$ cat src/rtl/red_pitaya_lpf_scheduler_if.sv
// Port bundle for the time-multiplexed IIR filter bank: per-channel
// sample/config inputs on one side, filtered outputs and update strobes on the other.
interface red_pitaya_lpf_scheduler_if #(
    parameter int CHANNELS   = 4,
    parameter int SHIFTBITS  = 4,
    parameter int SIGNALBITS = 14
);
    logic [CHANNELS*SIGNALBITS-1:0]    signal_i;
    logic [CHANNELS*(SHIFTBITS+1)-1:0] shift_i;
    logic [CHANNELS-1:0]               enable_i;
    logic [CHANNELS-1:0]               highpass_i;
    logic [CHANNELS-1:0]               clear_i;
    logic [CHANNELS*SIGNALBITS-1:0]    signal_o;
    logic [CHANNELS-1:0]               valid_o;
    logic [$clog2(CHANNELS)-1:0]       slot_o;

    modport master (
        output signal_i, shift_i, enable_i, highpass_i, clear_i,
        input  signal_o, valid_o, slot_o
    );

    modport slave (
        input  signal_i, shift_i, enable_i, highpass_i, clear_i,
        output signal_o, valid_o, slot_o
    );
endinterface

$ cat src/rtl/red_pitaya_lpf_scheduler.sv
// Shared first-order IIR low/high-pass datapath serving CHANNELS filter states,
// granted round-robin among enabled channels (grant/subtract stage, then accumulate stage).
module red_pitaya_lpf_scheduler #(
    parameter int CHANNELS   = 4,
    parameter int SHIFTBITS  = 4,
    parameter int SIGNALBITS = 14,
    parameter int MAXSHIFT   = 24
) (
    input  logic                      clk_i,
    input  logic                      rstn_i,
    red_pitaya_lpf_scheduler_if.slave bus
);
    localparam int SW = SHIFTBITS + 1;
    localparam int YW = SIGNALBITS + MAXSHIFT;
    localparam int DW = SIGNALBITS + 1;
    localparam int CW = $clog2(CHANNELS);
    localparam int SB = SIGNALBITS;
    localparam logic [CW-1:0] LAST_CH = CW'(CHANNELS - 1);

    logic signed [SB-1:0] sig_in   [CHANNELS];
    logic        [SW-1:0] shift_in [CHANNELS];
    logic        [CHANNELS-1:0] eligible;

    logic signed [YW-1:0] y_q [CHANNELS];
    logic [CW-1:0]        ptr_q;

    logic                 v1_q;
    logic [CW-1:0]        ch1_q;
    logic                 hp1_q;
    logic signed [DW-1:0] delta1_q;
    logic [SW-1:0]        s1_q;

    logic [CHANNELS*SB-1:0] sig_out_q;
    logic [CHANNELS-1:0]    valid_q;
    logic [CW-1:0]          slot_q;

    logic                 grant_v;
    logic [CW-1:0]        grant_ch;
    logic [CW-1:0]        idx;
    logic                 wr2;
    logic signed [YW-1:0] inc2;
    logic signed [YW-1:0] y_new;
    logic signed [SB-1:0] yout_new;
    logic signed [SB-1:0] yout_g;
    logic signed [DW-1:0] delta_g;
    logic [SW-1:0]        shift_g;
    logic signed [SB-1:0] delta_sat;

    always_comb begin
        for (int c = 0; c < CHANNELS; c++) begin
            sig_in[c]   = bus.signal_i[c*SB +: SB];
            shift_in[c] = bus.shift_i[c*SW +: SW];
        end
        eligible = bus.enable_i & ~bus.clear_i;
    end

    // First eligible channel strictly after the pointer, wrapping around.
    always_comb begin
        grant_v  = 1'b0;
        grant_ch = '0;
        idx      = '0;
        for (int k = 1; k <= CHANNELS; k++) begin
            idx = CW'((int'(ptr_q) + k) % CHANNELS);
            if (!grant_v && eligible[idx]) begin
                grant_v  = 1'b1;
                grant_ch = idx;
            end
        end
    end

    always_comb begin
        wr2      = v1_q && bus.enable_i[ch1_q] && !bus.clear_i[ch1_q];
        inc2     = {{(YW-DW){delta1_q[DW-1]}}, delta1_q} <<< s1_q;
        y_new    = y_q[ch1_q] + inc2;
        yout_new = y_new[YW-1:MAXSHIFT];

        // Single-channel operation grants the same channel back to back, so the
        // subtract must see the state being written on this same edge.
        if (wr2 && ch1_q == grant_ch)
            yout_g = yout_new;
        else
            yout_g = y_q[grant_ch][YW-1:MAXSHIFT];

        delta_g = {sig_in[grant_ch][SB-1], sig_in[grant_ch]} - {yout_g[SB-1], yout_g};

        if (int'(shift_in[grant_ch]) > MAXSHIFT)
            shift_g = SW'(MAXSHIFT);
        else
            shift_g = shift_in[grant_ch];

        if (delta1_q[DW-1] != delta1_q[DW-2])
            delta_sat = delta1_q[DW-1] ? {1'b1, {(SB-1){1'b0}}} : {1'b0, {(SB-1){1'b1}}};
        else
            delta_sat = delta1_q[SB-1:0];
    end

    always_ff @(posedge clk_i or negedge rstn_i) begin
        if (!rstn_i) begin
            ptr_q     <= LAST_CH;
            v1_q      <= 1'b0;
            ch1_q     <= '0;
            hp1_q     <= 1'b0;
            delta1_q  <= '0;
            s1_q      <= '0;
            sig_out_q <= '0;
            valid_q   <= '0;
            slot_q    <= '0;
            for (int c = 0; c < CHANNELS; c++)
                y_q[c] <= '0;
        end else begin
            v1_q <= grant_v;
            if (grant_v) begin
                ptr_q    <= grant_ch;
                ch1_q    <= grant_ch;
                hp1_q    <= bus.highpass_i[grant_ch];
                delta1_q <= delta_g;
                s1_q     <= shift_g;
            end
            if (wr2)
                slot_q <= ch1_q;

            // Disable and clear both win over an in-flight stage-2 write.
            for (int c = 0; c < CHANNELS; c++) begin
                if (!bus.enable_i[c]) begin
                    y_q[c]                <= '0;
                    sig_out_q[c*SB +: SB] <= sig_in[c];
                    valid_q[c]            <= 1'b0;
                end else if (bus.clear_i[c]) begin
                    y_q[c]     <= '0;
                    valid_q[c] <= 1'b0;
                end else if (wr2 && ch1_q == CW'(c)) begin
                    y_q[c]                <= y_new;
                    sig_out_q[c*SB +: SB] <= hp1_q ? delta_sat : yout_new;
                    valid_q[c]            <= 1'b1;
                end else begin
                    valid_q[c] <= 1'b0;
                end
            end
        end
    end

    assign bus.signal_o = sig_out_q;
    assign bus.valid_o  = valid_q;
    assign bus.slot_o   = slot_q;

endmodule

$ cat src/flat_wrapper.sv
// flat-port wrapper written by rule: the top's interface ports become plain ports
module red_pitaya_lpf_scheduler_flat 
#(
    parameter int CHANNELS   = 4,
    parameter int SHIFTBITS  = 4,
    parameter int SIGNALBITS = 14,
    parameter int MAXSHIFT   = 24
)
  (clk_i, rstn_i, bus_signal_i, bus_shift_i, bus_enable_i, bus_highpass_i, bus_clear_i, bus_signal_o, bus_valid_o, bus_slot_o);
  red_pitaya_lpf_scheduler_if #(.CHANNELS(CHANNELS), .SHIFTBITS(SHIFTBITS), .SIGNALBITS(SIGNALBITS)) bus_i ();
  input  logic clk_i;
  input  logic rstn_i;
  input wire logic [$bits(bus_i.signal_i)-1:0] bus_signal_i;
  input wire logic [$bits(bus_i.shift_i)-1:0] bus_shift_i;
  input wire logic [$bits(bus_i.enable_i)-1:0] bus_enable_i;
  input wire logic [$bits(bus_i.highpass_i)-1:0] bus_highpass_i;
  input wire logic [$bits(bus_i.clear_i)-1:0] bus_clear_i;
  output wire logic [$bits(bus_i.signal_o)-1:0] bus_signal_o;
  output wire logic [$bits(bus_i.valid_o)-1:0] bus_valid_o;
  output wire logic [$bits(bus_i.slot_o)-1:0] bus_slot_o;
  assign bus_i.signal_i = bus_signal_i;
  assign bus_i.shift_i = bus_shift_i;
  assign bus_i.enable_i = bus_enable_i;
  assign bus_i.highpass_i = bus_highpass_i;
  assign bus_i.clear_i = bus_clear_i;
  assign bus_signal_o = bus_i.signal_o;
  assign bus_valid_o = bus_i.valid_o;
  assign bus_slot_o = bus_i.slot_o;
  red_pitaya_lpf_scheduler #(.CHANNELS(CHANNELS), .SHIFTBITS(SHIFTBITS), .SIGNALBITS(SIGNALBITS), .MAXSHIFT(MAXSHIFT)) u_core (.clk_i(clk_i), .rstn_i(rstn_i), .bus(bus_i));
endmodule
$ cat config.mk
export PLATFORM = sky130hd
export DESIGN_NAME = red_pitaya_lpf_scheduler_flat
export DESIGN_NICKNAME = d
export VERILOG_FILES = /design/src/rtl/red_pitaya_lpf_scheduler_if.sv /design/src/rtl/red_pitaya_lpf_scheduler.sv /design/src/flat_wrapper.sv
export SDC_FILE = /design/constraint.sdc
export NUM_CORES = 1
export LEC_CHECK = 0
export ABC_AREA = 1
export CAP_MARGIN = 25
export CELL_PAD_IN_SITES_DETAIL_PLACEMENT = 1
export CELL_PAD_IN_SITES_GLOBAL_PLACEMENT = 2
export CORE_ASPECT_RATIO = 1.1
export CORE_MARGIN = 2
export CORE_UTILIZATION = 40
export CTS_CLUSTER_DIAMETER = 150
export DETAILED_ROUTE_END_ITERATION = 6
export DONT_BUFFER_PORTS = 1
export PLACE_DENSITY = 0.95
export RECOVER_POWER = 50
export SYNTH_ARGS = -nofsm -noshare
export SYNTH_HDL_FRONTEND = slang
export SYNTH_SLANG_ARGS = --single-unit
$ cat constraint.sdc
create_clock -name clk_i -period 11.8 [get_ports clk_i]
set_input_delay 1.18 -clock clk_i [delete_from_list [all_inputs] [get_ports clk_i]]
set_output_delay 1.18 -clock clk_i [all_outputs]
set_load 0.01 [all_outputs]
# Word-level counts from Yosys, hierarchy flattened
# Cells that the tools add are included.
# word_totals
reg_bits	240
input_bits	90
out_inout_bits	62
# op_classes
n_addsub	6
magnitude_cmp	9
n_eq_ne	17
shift	1
muxes	75
n_bitwise	4
reduce_logical	19
# op_table
operator	n
$mux W38	16
$mux W14	18
$bmux W38 S2	2
$add A38 B38 Y38	1
$sshl A38 B5 Y38	1
$bmux W14 S2	1
$mux W1	23
$lt A2 B3 Y1 const B	6
$mux W5	3
$sub A14 B14 Y15	1
$bmux W1 S2	7
$ne A3 B1 Y1 const B	4
$bmux W5 S2	1
$logic_and A1 B1 Y1	10
$mux W2	4
$ne A2 B1 Y1 const B	4
$ne A2 B2 Y1 const B	4
$reduce_and A2 Y1	4
$ge A3 B3 Y1 const B	2
$not A2 Y3	2
$gt A5 B5 Y1 const B	1
$add A2 B1 Y2 const B	2
$add A2 B2 Y2 const B	2
$and A4 B4 Y4	1
other kinds (7)	11

# Longest topological paths before layout
# Gate-level depths: netlist of the first run.
# depth
depth_word	20
depth_mapped	34
mapped_depth_nobuf	34

# Least setup slack after synthesis of the first run
# No wires, ideal clock.
# synth_timing
kind	register -> register
startpoint	register u_core.s1_q[0]
endpoint	register u_core.delta1_q[12]
setup_ns	0.083
arrival_time_ns	4.469
required_time_ns	11.717
slack_ns	7.249
stages_incl_launch_ff	34
path_buffers	2
synth_period_minus_slack_ns	4.551
path_cell_list	dfrtp_1 > buf_2 > clkbuf_1 > nor2_1 > inv_1 > nor2_1 > inv_1 > nor2_1 > inv_1 > nor3_1 > ha_1 > inv_1 > fa_1 > inv_1 > nand3_1 > nand2_1 > a21o_1 > nand2_1 > nand2_1 > nand2_1 > nand3b_1 > nand2_1 > o21ai_1 > ha_1 > inv_1 > fa_1 > nand3_1 > nand2_1 > a21oi_1 > o21ai_0 > nand2_1 > nand2_1 > xor2_1 > o21ai_0
# synth_via
elab_chain_cells	4
# synth_lines
item	line_no	rtl
start, declared	red_pitaya_lpf_scheduler.sv:31	logic [SW-1:0] s1_q;
start signal, assigned	red_pitaya_lpf_scheduler.sv:117	s1_q <= shift_g;
$sshl A38 B5 Y38	red_pitaya_lpf_scheduler.sv:73	inc2 = {{(YW-DW){delta1_q[DW-1]}}, delta1_q} <<< s1_q;
$add A38 B38 Y38	red_pitaya_lpf_scheduler.sv:74	y_new = y_q[ch1_q] + inc2;
$mux W14	red_pitaya_lpf_scheduler.sv:79	if (wr2 && ch1_q == grant_ch)
$sub A14 B14 Y15	red_pitaya_lpf_scheduler.sv:84	delta_g = {sig_in[grant_ch][SB-1], sig_in[grant_ch]} - {yout_g[SB-1], yout_g};
end signal, assigned	red_pitaya_lpf_scheduler.sv:116	delta1_q <= delta_g;
end, declared	red_pitaya_lpf_scheduler.sv:30	logic signed [DW-1:0] delta1_q;
# No other way between the ends.
# A chain may end at the register's enable or synchronous reset.

# Worst setup path after layout of the first run
# layout_timing
startpoint	register u_core.s1_q[0]
endpoint	register u_core.delta1_q[13]
# The elaborated chain is that of the path after synthesis.

==> results.md, run 1 <==
- Share of layout cells above drive strength 1: 0.05632
- Syn_nets: 2357
- Die width: 193.5 um
- FF-to-FF End: u_core.delta1_q[13]
- Critical Path Fanout Max: 22
- Drt drc: 0
- Mapped Cells: 2214
- # nets final: 2304
- Post-DR vias/cell: 5.959
- Yosys warning total: 0
- Clock Path Buffers: 3
- R2r startpoint: u_core.s1_q[0]
- Hold WC Path Type: in -> async
- Max-Cap Viols: 1
- Max-slew headroom: -0.09547
- Final ANT Viol Nets: 0
- Core area: 39080 um^2
- Global-route wire length before repair: 99.86 mm
- Initial antenna violation count: 0
- RSZ-0062 raised after global routing: false
- Worst-Margin Slew: 1.643 ns
- FF+latch count, synth: 240
- Final cycle utilization of the critical path: 0.5348
- Remaining Overflow, GRT: 0
- Post-CTS Repair Setup Buffers: 0
- Num rows: 76
- Gpl congestion: 0.9922
- # diodes: 0
- DRT iter0 DRCs: 1031
- Critical path required time: 12.20 ns
- CTS root buf: clkbuf_16
- Crit path capture type: register
- Layout Skew: 0.01326 ns
- Resize count post-CTS: 0
- Clock buffer count from CTS: 29
- Synth Cell Area: 15800 um^2
- Worst setup SP type: register
- Pre-CTS setup slack: 5.751 ns
- Final Max Tran Viols: 33
- Drt total wl: 65.39 mm
- Clock Latency Late Sink: 0.58 ns
- Final worst setup slack: 5.489 ns
- Cts hold-fix bufs: 0
- Initial Util: 0.4044
- Reg2Reg Depth: 26
- Total GRT Usage: 0.3145
- DIE AREA: 41120 um^2
- Synthesized area per cell: 7.138 um^2
- Total negative slack: 0 ns
- Avg WL per Cell: 24.30 um
- Initial DRT Pass Iterations: 5
- Vias in the first global route: 17150
- IO buf count: 0
- Htree depth: 1
- Ports: 152
- Outcome: finished with violations
- DP HPWL: 46.79 mm
- Vias: 16040
- Clock sink count: 240
- Netlist cell types: 53
- Final setup viols: 0
- Reg clk slew, reported paths: 0.06 ns
- Die height: 212.5 um
- Sequential-to-total area share from yosys stat: 0.3802
- Achievable Freq: 158.5 MHz
- CP arrival: 6.71 ns
- Hold Fails Final Rpt: 0
- Fin crit period: 6.311 ns
- Area growth syn-to-layout: 8.083%
- Failing checks: capacitance limit, slew limit
- CTS tree: built
- R2R Setup Slk: 5.49 ns
- Pin count of the biggest net entering global routing: 241
- Critical path type: reg -> reg
## per-layer routing
| metal | up-vias | wire length (um) | share of wire | global-route usage |
|---|---|---|---|---|
| met5 | - | 0 | 0 | 0 |
| met4 | 0 | 4375 | 0.067 | 0.1948 |
| met3 | 185 | 4423 | 0.068 | 0.05980 |
| met2 | 571 | 30830 | 0.47 | 0.5339 |
| met1 | 7958 | 25750 | 0.39 | 0.3693 |
| li1 | 7322 | - | - | - |
## area by class of cell
| cell class | instances | area (um^2) |
|---|---|---|
| clock inverter | 11 | 112.6 |
| tap | 507 | 634.4 |
| fill | 4996 | 22000 |
| multi-input combinational | 1601 | 8294 |
| clock buffer | 43 | 868.3 |
| sequential | 240 | 6008 |
| inverter | 265 | 994.7 |
| timing repair buffer | 24 | 168.9 |
## synthesized netlist by cell type (all sizes together)
library cell,number,area (um^2)
mux2i,7,70.07
o221ai,30,262.8
nand2,585,2226
xor2,8,70.07
o21a,11,82.58
dfstp,2,52.55
o22ai,99,619.3
and2,1,6.260
nor4,1,6.260
buf,60,330.3
nand3,149,765.7
a21oi,128,670.7
o21bai,2,15.01
clkinv,2,7.510
dfrtp,238,5956
a21boi,3,26.27
nor3,18,90.09
a21o,7,52.55
a22oi,32,240.2
o21ai,259,1304
inv,263,987.2
ha,51,638.1
nand3b,11,82.58
a32o,5,50.05
o211a,1,10.01
xnor2,21,183.9
o311ai,1,8.760
nand4,8,65.06
o211ai,7,52.55
a211oi,1,7.510
nand2b,1,6.260
clkbuf,48,181.4
o31ai,1,7.510
nor2,136,523.0
fa,2,40.04
a221oi,5,43.79
a31oi,5,31.28
or2,5,31.28
## kinds of logic (layout without fill, tap and decap cells)
family / after synthesis / in the layout / synth area share
muxes: 7 / 7 / 0.004434
DFF: 240 / 240 / 0.3802
adders and majority gates: 53 / 53 / 0.04291
xor gates and xnor gates: 29 / 29 / 0.01607
AOI/OAI and AO/OA: 597 / 597 / 0.2205
and+or+nand+nor: 915 / 915 / 0.2406
buffers and inverters: 373 / 343 / 0.09532
## state kept, by name, summed over array words and instances, names as in the netlist
signal,flops
u_core.y_q,152
u_core.bus.signal_o,56
u_core.delta1_q,15
u_core.s1_q,5
u_core.bus.valid_o,4
u_core.bus.slot_o,2
u_core.ch1_q,2
u_core.ptr_q,2
u_core.hp1_q,1
u_core.v1_q,1
## worst max-delay path, cell delays in order (launching register included)
cell     delay (ns)
dfrtp_1        0.68
inv_1          0.25
o21ai_0        0.34
nand2_1        0.12
nand3_1        0.09
o21ai_0        0.19
o21ai_0        0.46
o21ai_0        0.26
ha_1           0.46
nand2_1        0.13
nor2_1         0.21
inv_1          0.12
nor4_1         0.42
nand3_1        0.27
nand2_1        0.12
nand2_1        0.07
nand2_1        0.23
nor2_2         0.08
a21oi_2        0.19
ha_1           0.30
a21oi_1        0.21
o31ai_1        0.12
a21oi_1        0.14
o21ai_0        0.15
or2_2          0.30
nand3_1        0.07
o21ai_0        0.11
## cells in the final DEF (no fill, tap or decap), drive strengths merged, types with 18 or more instances in the layout
master	instances
a21oi	128
a22oi	32
buf	23
clkbuf	44
dfrtp	238
ha	51
inv	265
nand2	585
nand3	149
nor2	136
nor3	18
o21ai	259
o221ai	30
o22ai	99
xnor2	21
## worst max-delay path by stage
stage                               from                  end  slack [ns]  cells past startpoint
final                     u_core.s1_q[0]  u_core.delta1_q[13]        5.49                     26
after global placement    u_core.s1_q[2]  u_core.delta1_q[13]        5.78                     24
after CTS                 u_core.s1_q[0]  u_core.delta1_q[13]        5.69                     26
after detailed placement  u_core.s1_q[0]  u_core.delta1_q[13]        5.75                     26
after floorplan           u_core.s1_q[0]  u_core.delta1_q[12]        7.25                     33
after global routing      u_core.s1_q[0]  u_core.delta1_q[13]        5.00                     26
## per-stage QoR
| step | util | std cells | hold WS [ns] | cell area, um^2 |
|---|---|---|---|---|
| global route | 0.4371 | 2691 | 0.2775 | 17080 |
| detailed placement | 0.4121 | 2637 | 0.4654 | 16100 |
| floorplan | - | 2214 | 0.4494 | 15800 |
| CTS | 0.4372 | 2691 | 0.2744 | 17090 |
| global placement | 0.4115 | 2633 | 0.4640 | 16080 |
| finish | 0.4371 | 2691 | 0.2984 | 17080 |
Power of run 1 is left out: the tool's default activity adds up to more than one toggle a clock period on the data nets, which glitch-free logic cannot reach.
==> run 2: changes to the inputs <==
CORE_UTILIZATION = 37   (was 40)
PLACE_DENSITY = 0.9   (was 0.95)
clock period = 6 ns   (was 11.8 ns; I/O delays follow)
==> run 2 against run 1 <==
The run ends with hold timing left. Critical path type unchanged. Non-clock buffer count grew 39. Die area grew 7.9%. Critical endpoint unchanged. Sequential cell count is the same. Register-to-register slack lost 5.0 ns. Fmax grew 15%. Core utilization shrank 2.1 points. Global-route usage shrank 1.7 points. Critical path depth grew 2. First-iteration DRC count shrank 11%. Cell area grew 2.9%. Via count grew 0.31%. Count of clock-buffer cells in the layout shrank 2.
==> results.md, run 2 (synthesis gave the netlist of run 1 again) <==
- Outcome: finished with violations
- Failing checks: hold timing
- CP delay by family, top: compound AO/OA/AOI/OAI gates
- R2R Setup Slk: 0.51 ns
- Core area: 42210 um^2
- Remaining Overflow, GRT: 0
- Initial DRT Pass Iterations: 4
- Vias in the first global route: 16940
- Drt drc: 0
- Die width: 201.1 um
- Max FFs per register: 152
- FF-to-FF End: u_core.delta1_q[13]
- Worst-Margin Slew: 1.049 ns
- Reg2Reg Depth: 28
- Num rows: 79
- Share of layout cells above drive strength 1: 0.07381
- Critical path required time: 6.45 ns
- Max-slew headroom: 0.3008
- Clock sink count: 240
- Fill cell count: 5297
- Final setup viols: 0
- Total negative slack: 0 ns
- R2r startpoint: u_core.s1_q[0]
- Die height: 220.8 um
- Commonest non-fill, non-tap cell in the layout: nand2_1
- Area growth syn-to-layout: 11.24%
- Worst setup SP type: register
- Ports: 152
- Initial Util: 0.3744
- Achievable Freq: 182.0 MHz
- Worst path most repeated cell: nand2_1
- Bufs and invs on worst path: 2
- Final Max Tran Viols: 0
- # nets final: 2344
- CTS root buf: clkbuf_16
- Vias: 16090
- CTS tree: built
- IO buf count: 0
- Global-route wire length before repair: 101.3 mm
- Post-DR vias/cell: 5.766
- DP HPWL: 49.09 mm
- Clock buffer count from CTS: 30
- Avg WL per Cell: 23.94 um
- Htree depth: 1
- Most frequent cells in the layout: 572 x nand2_1, 251 x inv_1, 239 x o21ai_0
- Reg clk slew, reported paths: 0.06 ns
- CP arrival: 5.94 ns
- Fin crit period: 5.494 ns
- Hold Fails Final Rpt: 238
- Final ANT Viol Nets: 0
- Critical Path Fanout Max: 12
- RSZ-0062 raised after global routing: false
- Crit path from: u_core.s1_q[0]
- CP peak stage delay: 0.47 ns
- Biggest register: u_core.y_q
- Layout Skew: 0.01966 ns
- Hold WC Path Type: in -> async
- Total GRT Usage: 0.2977
- Drt total wl: 66.79 mm
- Final cycle utilization of the critical path: 0.9157
- Clock Path Buffers: 3
- Max-Cap Viols: 0
- DIE AREA: 44380 um^2
- Crit path capture type: register
- Initial antenna violation count: 1
- WHS: -0.2799 ns
- Worst path slowest cell: dfrtp_2
- Gpl congestion: 1.000
- Pin count of the biggest net entering global routing: 241
- Critical path type: reg -> reg
- Clock Latency Late Sink: 0.58 ns
- DRT iter0 DRCs: 916
## run 2: cell types whose count changed in the layout (fill, tap and decap cells not counted), moves of 3 or more
cell and delta:
clkbuf_8 -5, clkinvlp_4 -3, clkinv_2 +3, o21ai_1 +3
buf_2 -3, buf_4 +37, bufinv_16 +3, buf_12 +4
o21ai_0 -3
## run 2: area by class of cell
| class | instances | area, um^2 | share of cell area |
|---|---|---|---|
| antenna | 1 | 2.502 | 0.0001423 |
| clock buffer | 41 | 853.3 | 0.04854 |
| clock inverter | 12 | 166.4 | 0.009466 |
| inverter | 265 | 994.7 | 0.05658 |
| multi-input combinational | 1601 | 8302 | 0.4722 |
| sequential | 240 | 6010 | 0.3418 |
| tap | 567 | 709.4 | 0.04035 |
| timing repair buffer | 63 | 543.0 | 0.03089 |
## run 2: timing repair
item | CTS | global route
setup endpoints to repair | 0 | 9
gates resized for setup | 0 | 6
hold endpoints to repair | 240 | 238
buffers inserted | 0 | 3
## run 2: layer usage
metal,share of wire,wire length [um],track usage,vias up
met2,0.47,31660,0.5107,523
met5,0,0,0,-
met3,0.059,3941,0.04963,160
met1,0.41,27310,0.3581,8003
met4,0.058,3880,0.1652,0
li1,-,-,-,7400
## run 2: metrics by stage
step | std cells | hold slack [ns] | util | setup WS, ns | cell area [um^2]
2_1_floorplan | 2214 | 0.3044 | - | 1.449 | 15800
3_3_place_gp | 2732 | 0.3195 | 0.3909 | 0.2444 | 16500
3_5_place_dp | 2732 | 0.3174 | 0.3909 | 0.1294 | 16500
4_1_cts | 2785 | -0.2882 | 0.4151 | 0.09547 | 17520
5_1_grt | 2790 | -0.2874 | 0.4165 | 0.006434 | 17580
6_report | 2790 | -0.2799 | 0.4165 | 0.5060 | 17580
## run 2: worst max path at each step
| stage | slack, ns | end | depth (start not counted) |
|---|---|---|---|
| floorplan | 1.45 | u_core.delta1_q[12] | 33 |
| detailed placement | 0.13 | u_core.delta1_q[13] | 27 |
| global placement | 0.24 | u_core.delta1_q[11] | 28 |
| global route | 0.006 | u_core.delta1_q[11] | 32 |
| CTS | 0.1 | u_core.delta1_q[13] | 27 |
| finish | 0.51 | u_core.delta1_q[13] | 28 |
Power of run 2 is left out for the same reason.
==> run 3: changes to the inputs <==
ABC_AREA = unset   (was 1)
CAP_MARGIN = 5   (was 25)
CORE_UTILIZATION = 40   (was 37)
==> run 3 against run 2 <==
The flow still finishes with violations (hold timing). Wire length fell by 2.2%. Fmax down 3.8%. Die area down 5.0%. Sequential share of layout area down 1.6 points. Critical path depth shrank 6. Setup slack lost 0.22 ns. First-iteration DRC count is 26% higher. Area after synthesis grew 2.6%. Critical path type unchanged.
==> results.md, run 3 <==
- Top cells by area, synth: dfrtp_1 37%, o21ai_0 7.6%, nand3_1 6.6%
- Clock buffer count from CTS: 28
- Synthesized area per cell: 8.527 um^2
- Vias: 15730
- Synth top area share: 0.3672
- Pre-CTS setup slack: -0.06258 ns
- Top-count cell post-synth: nand2_1
- Int Pwr: 0.004582 W
- Initial DRT Pass Iterations: 5
- Initial antenna violation count: 0
- IO buf count: 0
- Final ANT Viol Nets: 0
- DRT iter0 DRCs: 1158
- Comb pwr share: 0.529
- CP peak stage delay: 0.56 ns
- Avg WL per Cell: 26.72 um
- Pin count of the biggest net entering global routing: 241
- Final worst setup slack: 0.2867 ns
- Fill cell count: 4692
- DP HPWL: 46.28 mm
- Clock Latency Late Sink: 0.57 ns
- Total GRT Usage: 0.3091
- CP arrival: 6.21 ns
- Die width: 196.0 um
- Worst-path cell chain: buf_6, mux2_2, nand2_1, o21ai_0, mux2_2, o21ai_1, nor2_1, ha_2, nand3_1, or4_4, a211o_1, a211o_1, mux2_2, ha_1, o21ai_2, a21boi_1, o21ai_1, a2111oi_2, buf_4, o311a_1, or3_1, nand3_1
- Area occupied by multi-input gates: 9594 um^2
- Layout Skew: 0.01360 ns
- Sequential power share: 0.252
- Biggest register: u_core.y_q
- Die height: 215.2 um
- Final Max Tran Viols: 0
- Critical path required time: 6.50 ns
- Gpl congestion: 0.9582
- Area growth syn-to-layout: 13.70%
- Core area: 40080 um^2
- Bufs and invs on worst path: 2
- Async SR Flop Fraction: 1.000
- Final cycle utilization of the critical path: 0.9522
- Initial Util: 0.4047
- FF+latch count, synth: 240
- Sequential-to-total area share from yosys stat: 0.3705
- Hold WC Path Type: in -> async
- Remaining Overflow, GRT: 0
- Power Dens Cells: 450.7 nW/um^2
- Mapped Cells: 1902
- Storage cell area: 6012 um^2
- Share of layout cells above drive strength 1: 0.1614
- Leak: 8.002 nW
- Netlist cell types: 94
- Yosys warning total: 0
- Worst setup SP type: register
- Syn_nets: 2045
- DIE AREA: 42170 um^2
- WHS: -0.2712 ns
- Reg clk slew, reported paths: 0.06 ns
- Crit path capture type: register
- Final setup viols: 0
- Max FFs per register: 152
- Top_reg_cell synth: dfrtp_1
- Ports: 152
- Synth top cells by count: 267 x nand2_1, 247 x o21ai_0, 238 x dfrtp_1
- Clock Power Share: 0.219
- Drt total wl: 65.35 mm
- Critical path type: reg -> reg
- Worst path most repeated cell: mux2_2
- Net Sw Power: 0.003729 W
- Achievable Freq: 175.0 MHz
- CP delay by family, top: compound AO/OA/AOI/OAI gates
- Net Sw Frac: 0.4487
- Synth area leader: dfrtp_1
- Outcome: finished with violations
- Worst-Margin Slew: 1.306 ns
- Num rows: 77
- Vias in the first global route: 16900
- Max-slew headroom: 0.1244
- Fin crit period: 5.713 ns
- Synth Cell Area: 16220 um^2
- Worst VDD drop: 0.2710 mV
- Commonest non-fill, non-tap cell in the layout: nand2_1
- Critical Path Fanout Max: 9
- # diodes: 0
- CTS tree: built
- Failing checks: hold timing
- # nets final: 2055
- Worst path slowest cell: or4_4
- Most frequent cells in the layout: 267 x nand2_1, 235 x dfrtp_1, 234 x o21ai_0
- Global-route wire length before repair: 101.0 mm
- Clock sink count: 240
- Max-Cap Viols: 0
- Post-DR vias/cell: 6.429
- Htree depth: 1
- Hold Fails Final Rpt: 238
- Drt drc: 0
- CTS root buf: clkbuf_16
- Clock Path Buffers: 3
- Post-synth EDFFs: 0
-- run 3: cell count changes in the layout (fill, tap and decap cells not counted), moves of 19 or more --
| cell | previous run | this run |
|---|---|---|
| nand3_1 | 145 | 211 |
| nand2_1 | 572 | 267 |
| buf_4 | 57 | 133 |
| a31oi_1 | 5 | 29 |
| mux2i_1 | 7 | 26 |
| a211oi_1 | 1 | 22 |
| a22oi_1 | 32 | 3 |
| and3_1 | 0 | 57 |
| o22ai_1 | 99 | 9 |
| nor2_1 | 129 | 71 |
| mux4_2 | 0 | 39 |
| inv_1 | 251 | 35 |
-- run 3: cells by family (layout without fill, tap and decap cells) --
kind of cell,Yosys count,after routing,share of synthesized area
and+or+nand+nor,704,704,0.2050
AOI/OAI and AO/OA,567,567,0.2149
DFF,240,240,0.3705
buffers and inverters,196,227,0.05123
muxes,92,92,0.08887
adders and majority gates,63,63,0.04799
xor gates and xnor gates,40,40,0.02160
-- run 3: power by group through the flow --
stage / combinational [W] / sequential (W) / clock [W]
finish: 0.00440 / 0.00210 / 0.00182
detailed placement: 0.00422 / 0.00211 / 0
global placement: 0.00412 / 0.00210 / 0
CTS: 0.00425 / 0.00208 / 0.00185
floorplan: 0.00257 / 0.00200 / 0
global route: 0.00471 / 0.00212 / 0.00190
-- run 3: path summary, 6_finish.rpt --
| kind | slack, ns | cells past startpoint | start | to |
|---|---|---|---|---|
| setup / recovery | 0.29 | 22 | u_core.s1_q[0] | u_core.delta1_q[13] |
| hold / removal | -0.27 | 0 | rstn_i | u_core.y_q[81] |
| setup reg to reg | 0.29 | 22 | u_core.s1_q[0] | u_core.delta1_q[13] |
| hold reg to reg | 0.49 | 2 | u_core.ptr_q[0] | u_core.ptr_q[0] |
| max in group asynchronous | 5.73 | 0 | rstn_i | u_core.s1_q[0] |
| min in group clk_i | 0.16 | 2 | bus_signal_i[19] | u_core.bus.signal_o[19] |
-- run 3: per-layer routing --
metal | vias to the layer above | global-route usage | wire (um)
met4 | 0 | 0.1465 | 3252
met3 | 182 | 0.06842 | 4570
met2 | 580 | 0.5308 | 31880
met5 | - | 0 | 0
met1 | 7990 | 0.3671 | 25650
li1 | 6974 | - | -
-- run 3: area by class of cell --
type                            count  area share
Multi-Input combinational cell   1466      0.5203
Sequential cell                   240      0.3260
Timing Repair Buffer              136     0.05693
Clock buffer                       43     0.04539
Tap cell                          513     0.03481
Inverter                           40    0.009567
Clock inverter                      8    0.006989
-- run 3: what timing repair did --
item | in CTS | in global routing
endpoints found under the hold margin | 240 | 238
gates resized for setup | 3 | 48
endpoints found under the setup margin | 4 | 8
pin swaps | 0 | 9
buffers inserted | 0 | 1
-- run 3: per-stage QoR --
stage	total power [W]	TNS, ns	area (um^2)	utilization	cells
after floorplan	0.004572	0	16220	-	1902
after global placement	0.006224	0	17310	0.4318	2394
after detailed placement	0.006327	-0.1388	17310	0.4318	2394
after CTS	0.008180	0	18280	0.4561	2445
after global routing	0.008735	-0.06256	18440	0.4601	2446
final	0.008311	0	18440	0.4601	2446
(Power assumes the default switching activity.)
